--- config.mk ---
export PLATFORM = sky130hd
export DESIGN_NAME = vector_rasterizer_flat
export DESIGN_NICKNAME = d
export VERILOG_FILES = /design/src/rtl/vector_rasterizer_if.sv /design/src/rtl/vector_rasterizer.sv /design/src/flat_wrapper.sv
export SDC_FILE = /design/constraint.sdc
export NUM_CORES = 1
export LEC_CHECK = 0
export CAP_MARGIN = 15
export CELL_PAD_IN_SITES_DETAIL_PLACEMENT = 1
export CELL_PAD_IN_SITES_GLOBAL_PLACEMENT = 1
export CORE_ASPECT_RATIO = 0.9
export CORE_MARGIN = 10
export CORE_UTILIZATION = 48
export CTS_CLUSTER_DIAMETER = 100
export DETAILED_ROUTE_END_ITERATION = 10
export PLACE_DENSITY_LB_ADDON = 0.1
export SLEW_MARGIN = 20
export SYNTH_ARGS = -nofsm -noshare
export SYNTH_HDL_FRONTEND = slang
export SYNTH_SLANG_ARGS = --single-unit
--- constraint.sdc ---
create_clock -name clk -period 10.8 [get_ports clk]
set_clock_uncertainty 0.2 [all_clocks]
set_input_delay 2.16 -clock clk [delete_from_list [all_inputs] [get_ports clk]]
set_output_delay 2.16 -clock clk [all_outputs]
set_load 0.02 [all_outputs]
--- src/rtl/vector_rasterizer_if.sv ---
// Line-queue and framebuffer-write signal bundle for the vector rasterizer.
// The master side is the rasterizer; the slave side is the queue/framebuffer environment.
interface vector_rasterizer_if;
    logic signed [10:0] QStartX;
    logic signed [10:0] QStartY;
    logic signed [10:0] QEndX;
    logic signed [10:0] QEndY;
    logic [2:0]         QColor;
    logic               empty;
    logic               read;
    logic [10:0]        pixX;
    logic [10:0]        pixY;
    logic [2:0]         pixColor;
    logic               pixWrite;
    logic               pixReady;
    logic               busy;

    modport master (
        input  QStartX, QStartY, QEndX, QEndY, QColor, empty, pixReady,
        output read, pixX, pixY, pixColor, pixWrite, busy
    );

    modport slave (
        output QStartX, QStartY, QEndX, QEndY, QColor, empty, pixReady,
        input  read, pixX, pixY, pixColor, pixWrite, busy
    );
endinterface

--- src/rtl/vector_rasterizer.sv ---
// Pops beam-space lines from the AVG queue, walks them with Bresenham and
// emits clipped screen-space pixel writes over a valid/ready handshake.
module vector_rasterizer #(
    parameter int WIDTH    = 640,
    parameter int HEIGHT   = 480,
    parameter int ORIGIN_X = 320,
    parameter int ORIGIN_Y = 240
) (
    input  logic                 clk,
    input  logic                 rst,
    vector_rasterizer_if.master  bus
);

    localparam logic [1:0] ST_IDLE  = 2'd0;
    localparam logic [1:0] ST_SETUP = 2'd1;
    localparam logic [1:0] ST_DRAW  = 2'd2;

    logic [1:0]         state_r;
    logic signed [10:0] x0_r, y0_r, x1_r, y1_r, cx_r, cy_r;
    logic [2:0]         col_r;
    logic signed [11:0] dx_r, dy_r;
    logic               sx_neg_r, sy_neg_r;
    logic signed [12:0] err_r;

    logic signed [11:0] ddx_s, ddy_s, adx_s, ady_s;
    logic signed [12:0] sxs_s, sys_s, err_nxt_s;
    logic signed [13:0] e2_s, dx_e_s, dy_e_s;
    logic               vis_s, consume_s, last_s, step_x_s, step_y_s;

    // Line setup arithmetic: absolute deltas from the captured endpoints.
    always_comb begin
        ddx_s = {x1_r[10], x1_r} - {x0_r[10], x0_r};
        ddy_s = {y1_r[10], y1_r} - {y0_r[10], y0_r};
        if (ddx_s[11]) begin
            adx_s = -ddx_s;
        end else begin
            adx_s = ddx_s;
        end
        if (ddy_s[11]) begin
            ady_s = -ddy_s;
        end else begin
            ady_s = ddy_s;
        end
    end

    // Beam-to-screen translation, visibility window and Bresenham step decision.
    always_comb begin
        sxs_s     = {{2{cx_r[10]}}, cx_r} + 13'(ORIGIN_X);
        sys_s     = 13'(ORIGIN_Y) - {{2{cy_r[10]}}, cy_r};
        vis_s     = !sxs_s[12] && (sxs_s < 13'(WIDTH)) &&
                    !sys_s[12] && (sys_s < 13'(HEIGHT));
        consume_s = (state_r == ST_DRAW) && (!vis_s || bus.pixReady);
        last_s    = (cx_r == x1_r) && (cy_r == y1_r);
        e2_s      = {err_r, 1'b0};
        dx_e_s    = {{2{dx_r[11]}}, dx_r};
        dy_e_s    = {{2{dy_r[11]}}, dy_r};
        step_x_s  = (e2_s >= dy_e_s);
        step_y_s  = (e2_s <= dx_e_s);
        err_nxt_s = err_r;
        if (step_x_s) begin
            err_nxt_s = err_nxt_s + {dy_r[11], dy_r};
        end else begin
            err_nxt_s = err_nxt_s;
        end
        if (step_y_s) begin
            err_nxt_s = err_nxt_s + {dx_r[11], dx_r};
        end else begin
            err_nxt_s = err_nxt_s;
        end
    end

    // Queue pop strobe and pixel outputs; pixel fields are zero unless a visible point is presented.
    always_comb begin
        bus.read     = 1'b0;
        bus.pixWrite = 1'b0;
        bus.pixX     = 11'd0;
        bus.pixY     = 11'd0;
        bus.pixColor = 3'd0;
        bus.busy     = (state_r != ST_IDLE);
        if ((state_r == ST_IDLE) && !bus.empty) begin
            bus.read = 1'b1;
        end else begin
            bus.read = 1'b0;
        end
        if ((state_r == ST_DRAW) && vis_s) begin
            bus.pixWrite = 1'b1;
            bus.pixX     = sxs_s[10:0];
            bus.pixY     = sys_s[10:0];
            bus.pixColor = col_r;
        end else begin
            bus.pixWrite = 1'b0;
        end
    end

    // Line FSM: capture, one-cycle setup, then one point per consume.
    always_ff @(posedge clk) begin
        if (rst) begin
            state_r  <= ST_IDLE;
            x0_r     <= 11'sd0;
            y0_r     <= 11'sd0;
            x1_r     <= 11'sd0;
            y1_r     <= 11'sd0;
            cx_r     <= 11'sd0;
            cy_r     <= 11'sd0;
            col_r    <= 3'd0;
            dx_r     <= 12'sd0;
            dy_r     <= 12'sd0;
            sx_neg_r <= 1'b0;
            sy_neg_r <= 1'b0;
            err_r    <= 13'sd0;
        end else begin
            case (state_r)
                ST_IDLE: begin
                    if (!bus.empty) begin
                        x0_r    <= bus.QStartX;
                        y0_r    <= bus.QStartY;
                        x1_r    <= bus.QEndX;
                        y1_r    <= bus.QEndY;
                        col_r   <= bus.QColor;
                        state_r <= ST_SETUP;
                    end else begin
                        state_r <= ST_IDLE;
                    end
                end
                ST_SETUP: begin
                    dx_r     <= adx_s;
                    dy_r     <= -ady_s;
                    sx_neg_r <= !(x0_r < x1_r);
                    sy_neg_r <= !(y0_r < y1_r);
                    err_r    <= {adx_s[11], adx_s} - {ady_s[11], ady_s};
                    cx_r     <= x0_r;
                    cy_r     <= y0_r;
                    state_r  <= ST_DRAW;
                end
                ST_DRAW: begin
                    if (consume_s && last_s) begin
                        state_r <= ST_IDLE;
                    end else if (consume_s) begin
                        err_r <= err_nxt_s;
                        if (step_x_s) begin
                            cx_r <= sx_neg_r ? (cx_r - 11'sd1) : (cx_r + 11'sd1);
                        end else begin
                            cx_r <= cx_r;
                        end
                        if (step_y_s) begin
                            cy_r <= sy_neg_r ? (cy_r - 11'sd1) : (cy_r + 11'sd1);
                        end else begin
                            cy_r <= cy_r;
                        end
                    end else begin
                        state_r <= ST_DRAW;
                    end
                end
                default: begin
                    state_r <= ST_IDLE;
                end
            endcase
        end
    end

endmodule
--- src/flat_wrapper.sv ---
// flat-port wrapper written by rule: the top's interface ports become plain ports
module vector_rasterizer_flat 
#(
    parameter int WIDTH    = 640,
    parameter int HEIGHT   = 480,
    parameter int ORIGIN_X = 320,
    parameter int ORIGIN_Y = 240
)
  (clk, rst, bus_QStartX, bus_QStartY, bus_QEndX, bus_QEndY, bus_QColor, bus_empty, bus_pixReady, bus_read, bus_pixX, bus_pixY, bus_pixColor, bus_pixWrite, bus_busy);
  vector_rasterizer_if bus_i ();
  input  logic clk;
  input  logic rst;
  input wire logic [$bits(bus_i.QStartX)-1:0] bus_QStartX;
  input wire logic [$bits(bus_i.QStartY)-1:0] bus_QStartY;
  input wire logic [$bits(bus_i.QEndX)-1:0] bus_QEndX;
  input wire logic [$bits(bus_i.QEndY)-1:0] bus_QEndY;
  input wire logic [$bits(bus_i.QColor)-1:0] bus_QColor;
  input wire logic [$bits(bus_i.empty)-1:0] bus_empty;
  input wire logic [$bits(bus_i.pixReady)-1:0] bus_pixReady;
  output wire logic [$bits(bus_i.read)-1:0] bus_read;
  output wire logic [$bits(bus_i.pixX)-1:0] bus_pixX;
  output wire logic [$bits(bus_i.pixY)-1:0] bus_pixY;
  output wire logic [$bits(bus_i.pixColor)-1:0] bus_pixColor;
  output wire logic [$bits(bus_i.pixWrite)-1:0] bus_pixWrite;
  output wire logic [$bits(bus_i.busy)-1:0] bus_busy;
  assign bus_i.QStartX = bus_QStartX;
  assign bus_i.QStartY = bus_QStartY;
  assign bus_i.QEndX = bus_QEndX;
  assign bus_i.QEndY = bus_QEndY;
  assign bus_i.QColor = bus_QColor;
  assign bus_i.empty = bus_empty;
  assign bus_i.pixReady = bus_pixReady;
  assign bus_read = bus_i.read;
  assign bus_pixX = bus_i.pixX;
  assign bus_pixY = bus_i.pixY;
  assign bus_pixColor = bus_i.pixColor;
  assign bus_pixWrite = bus_i.pixWrite;
  assign bus_busy = bus_i.busy;
  vector_rasterizer #(.WIDTH(WIDTH), .HEIGHT(HEIGHT), .ORIGIN_X(ORIGIN_X), .ORIGIN_Y(ORIGIN_Y)) u_core (.clk(clk), .rst(rst), .bus(bus_i));
endmodule
==> impl_metrics.csv <==
group,metric,value,unit
worst_setup_path,r2r_cells,17,
global_route,grt_max_degree,72,
floorplanning,start_util,0.488,
synth,ys_warn_count,0,
power_and_ir_drop,power.leakage,0.00473,uW
worst_setup_path,end_kind,"output port",
global_route,grt_pass1_wl,52600,um
sta,post-route-min-period,7.13,ns
worst_setup_path,rr_endpoint,"u_core.err_r[11]",
synth,mappedNetlistArea,10200,um^2
power_and_ir_drop,clock_power_share,0.143,
sta,finalCritPeriodShare,0.660,
routing,ant_nets,0,
synth,synthTopCellsByCount,"nand2_1, nor2_1, a21oi_1",
power_and_ir_drop,power_frac_comb,0.650,
sta,worst_pin_slew,1.04,ns
final_layout,fillCellCount,2663,
power_and_ir_drop,power,2540,uW
floorplanning,die_x,173,um
run_status,run_status,"finished clean",
clock_network,root_buffer,"clkbuf_16",
clock_network,cts_made_buffers,9,
clock_network,cts-htree-levels,3,
final_layout,regArea,2200,um^2
sta,slew_headroom,0.297,
worst_setup_path,crit_end,"bus_pixY[3]",
worst_setup_path,crit_buf_inv,2,
worst_setup_path,cp-start-kind,"flop",
worst_setup_path,cp_top_family,"simple AND/OR/NAND/NOR gates",
synth,synth_edf_count,0,
worst_setup_path,reg2reg_slack,5.19,ns
routing,drc,0,
final_layout,area_growth_syn_to_layout,11.8,%
routing,drt-wirelength-per-cell,19.9,um
final_layout,instances_no_fill,1647,
floorplanning,coreArea,20800,um^2
sta,fmax,0.140,GHz
clock_network,path_clk_slew,0.08,ns
global_route,antenna_found_initial,0,
synth,synth_most_common_cell,"nand2_1",
synth,netlist_instances,1317,
routing,vias,9629,
sta,setup_viol,0,
flow_run,drv_cap,0,
clock_network,post_cts_resized,0,
final_layout,final_nets,1525,
sta,rsz0062_at_grt,"no",
worst_setup_path,path_depth,9,
power_and_ir_drop,peakVddDrop,0.133,mV
synth,synth_top_area_frac,0.217,
global_route,grt_pass1_vias,9837,
worst_setup_path,max_stage_delay,0.71,ns
clock_network,cts_setup_buffers,0,
final_layout,multi_input_area,7340,um^2
floorplanning,io_pins,79,
clock_network,cts_tree,"yes",
power_and_ir_drop,pwr-share-seq,0.208,
synth,yosys.area.top_type,"dfxtp_1",
clock_network,ctsHoldBuffers,0,
routing,first_iter_violations,593,
clock_network,ctsLongestPathBuffers,2,
global_route,globalRouteOverflowTotal,0,
power_and_ir_drop,swShare,0.477,
placement,dpl.hpwl,25700,um
placement,detailed_place.area,11000,um^2
floorplanning,dieArea,27400,um^2
synth,synthTopCellsByArea,"dfxtp_1, ha_1, a21oi_1",
worst_setup_path,path_class,"flop to output port",
floorplanning,fp.dieH,158,um
sta,final-max-slew-violation-count,0,
worst_setup_path,crit_fanout,15,
worst_setup_path,critPathRequiredTime,8.44,ns
synth,avgSynthCellArea,7.71,um^2
synth,ys_seq_elements,110,
floorplanning,fp-row-count,50,
routing,wl,32700,um
clock_network,clk_latency,0.37,ns
clock_network,cts_sinks,110,
sta,setup_tns,0,ns
synth,synthFlopType,"dfxtp_1",
synth,synth_cell_type_count,99,
worst_setup_path,slowest_stage,"a221oi_2",
synth,seq_area_frac_synth,0.217,
final_layout,fin_area,11400,um^2
global_route,groute.usage.overall,0.235,
sta,hold_viol_final,0,
hold_path,hp-class,"flop to flop",
worst_setup_path,crit_chain,"inv_1, ha_1, nor3b_1, a2111oi_0, or4_1, a221oi_2, nand2_1, nor3_1, clkdlybuf4s50_1",
worst_setup_path,reg2reg_from,"u_core.x0_r[4]",
placement,portBuffers,75,
final_layout,antenna_cells,0,
worst_setup_path,critPathLaunch,"u_core.cy_r[0]",
placement,routabilityCongestion,0.921,
worst_setup_path,cp_data_arrival_time,4.77,ns
routing,viasPerCell,5.85,
power_and_ir_drop,p_sw,1210,uW
power_and_ir_drop,p_int,1330,uW
power_and_ir_drop,pwr_density_cell,224,nW/um^2
placement,dp_cells,1631,
final_layout,drive_above_1_share,0.0558,
synth,async_flop_share,0,
routing,dr.pass1.iters,5,
cell type report:
class | count | area share
multi-input combinational | 1063 | 0.647
sequential | 110 | 0.194
timing repair buffer | 84 | 0.0718
tap | 286 | 0.0315
inverter | 88 | 0.0291
clock buffer | 10 | 0.0202
clock inverter | 6 | 0.00683
kinds of logic after synthesis:
| logic type | synth area share |
|---|---|
| mux | 0.0416 |
| compound gates | 0.218 |
| other cells | 0.000369 |
| buf+inv | 0.0616 |
| flops | 0.217 |
| fa+ha+maj | 0.153 |
| simple gates | 0.208 |
| xor+xnor | 0.101 |
sequential cells by signal, summed over array words and instances (netlist names):
signal	cells
u_core.sx_neg_r	1
u_core.state_r	2
u_core.x1_r	11
u_core.col_r	3
u_core.y1_r	11
u_core.dy_r	12
u_core.err_r	13
u_core.y0_r	11
u_core.sy_neg_r	1
u_core.dx_r	12
u_core.x0_r	11
u_core.cx_r	11
u_core.cy_r	11
routing by layer:
layer | share of wire | GRT usage | vias to the layer above
li1 | - | - | 4714
met1 | 0.51 | 0.328 | 4734
met2 | 0.45 | 0.381 | 150
met3 | 0.029 | 0.0283 | 31
met4 | 0.014 | 0.0484 | 0
met5 | 0 | 0 | -
placed cells by master, fill, tap and decap left out, types with 32 or more instances in the layout:
cell	synthesis	final
clkdlybuf4s50_1	0	74
xnor2_1	62	62
nor2_1	131	131
nand2_1	155	155
xor2_1	48	48
inv_1	87	87
a21oi_1	119	119
ha_1	111	109
nor3_1	32	32
dfxtp_1	110	110
o21ai_0	41	41
power groups by stage:
stage	sequential (uW)	combinational [uW]	clock [uW]
after floorplan	503	1250	0
after global placement	535	1570	0
after detailed placement	537	1620	0
after CTS	528	1640	365
after global routing	536	1830	382
final	528	1650	362
through the flow:
| stage | setup slack, ns | utilization | hold WS [ns] |
|---|---|---|---|
| 6_report | 3.67 | 0.545 | 0.258 |
| 5_1_grt | 3.36 | 0.545 | 0.277 |
| 4_1_cts | 3.66 | 0.545 | 0.258 |
| 3_5_place_dp | 4.11 | 0.530 | 0.247 |
| 3_3_place_gp | 4.14 | 0.530 | 0.240 |
| 2_1_floorplan | 5.45 | - | 0.232 |
worst register-to-register path: cells and delay by family, from the launching register on:
family                     cells  cell delay, ns
and+or+nand+nor                1            0.40
DFF                            1            0.35
adders and majority gates      3            1.12
buffers and inverters          1            0.07
AOI/OAI and AO/OA             12            3.36
how the worst min path moves through the flow:
stage	startpoint	slack, ns	to	cells past startpoint
finish	u_core.col_r[0]	0.26	u_core.col_r[0]	2
detailed placement	u_core.col_r[0]	0.25	u_core.col_r[0]	2
global placement	u_core.col_r[2]	0.24	u_core.col_r[2]	2
floorplan	u_core.col_r[0]	0.23	u_core.col_r[0]	2
CTS	u_core.col_r[0]	0.26	u_core.col_r[0]	2
global route	u_core.y0_r[3]	0.28	u_core.y0_r[3]	2
Power figures use the tool's default switching activity.
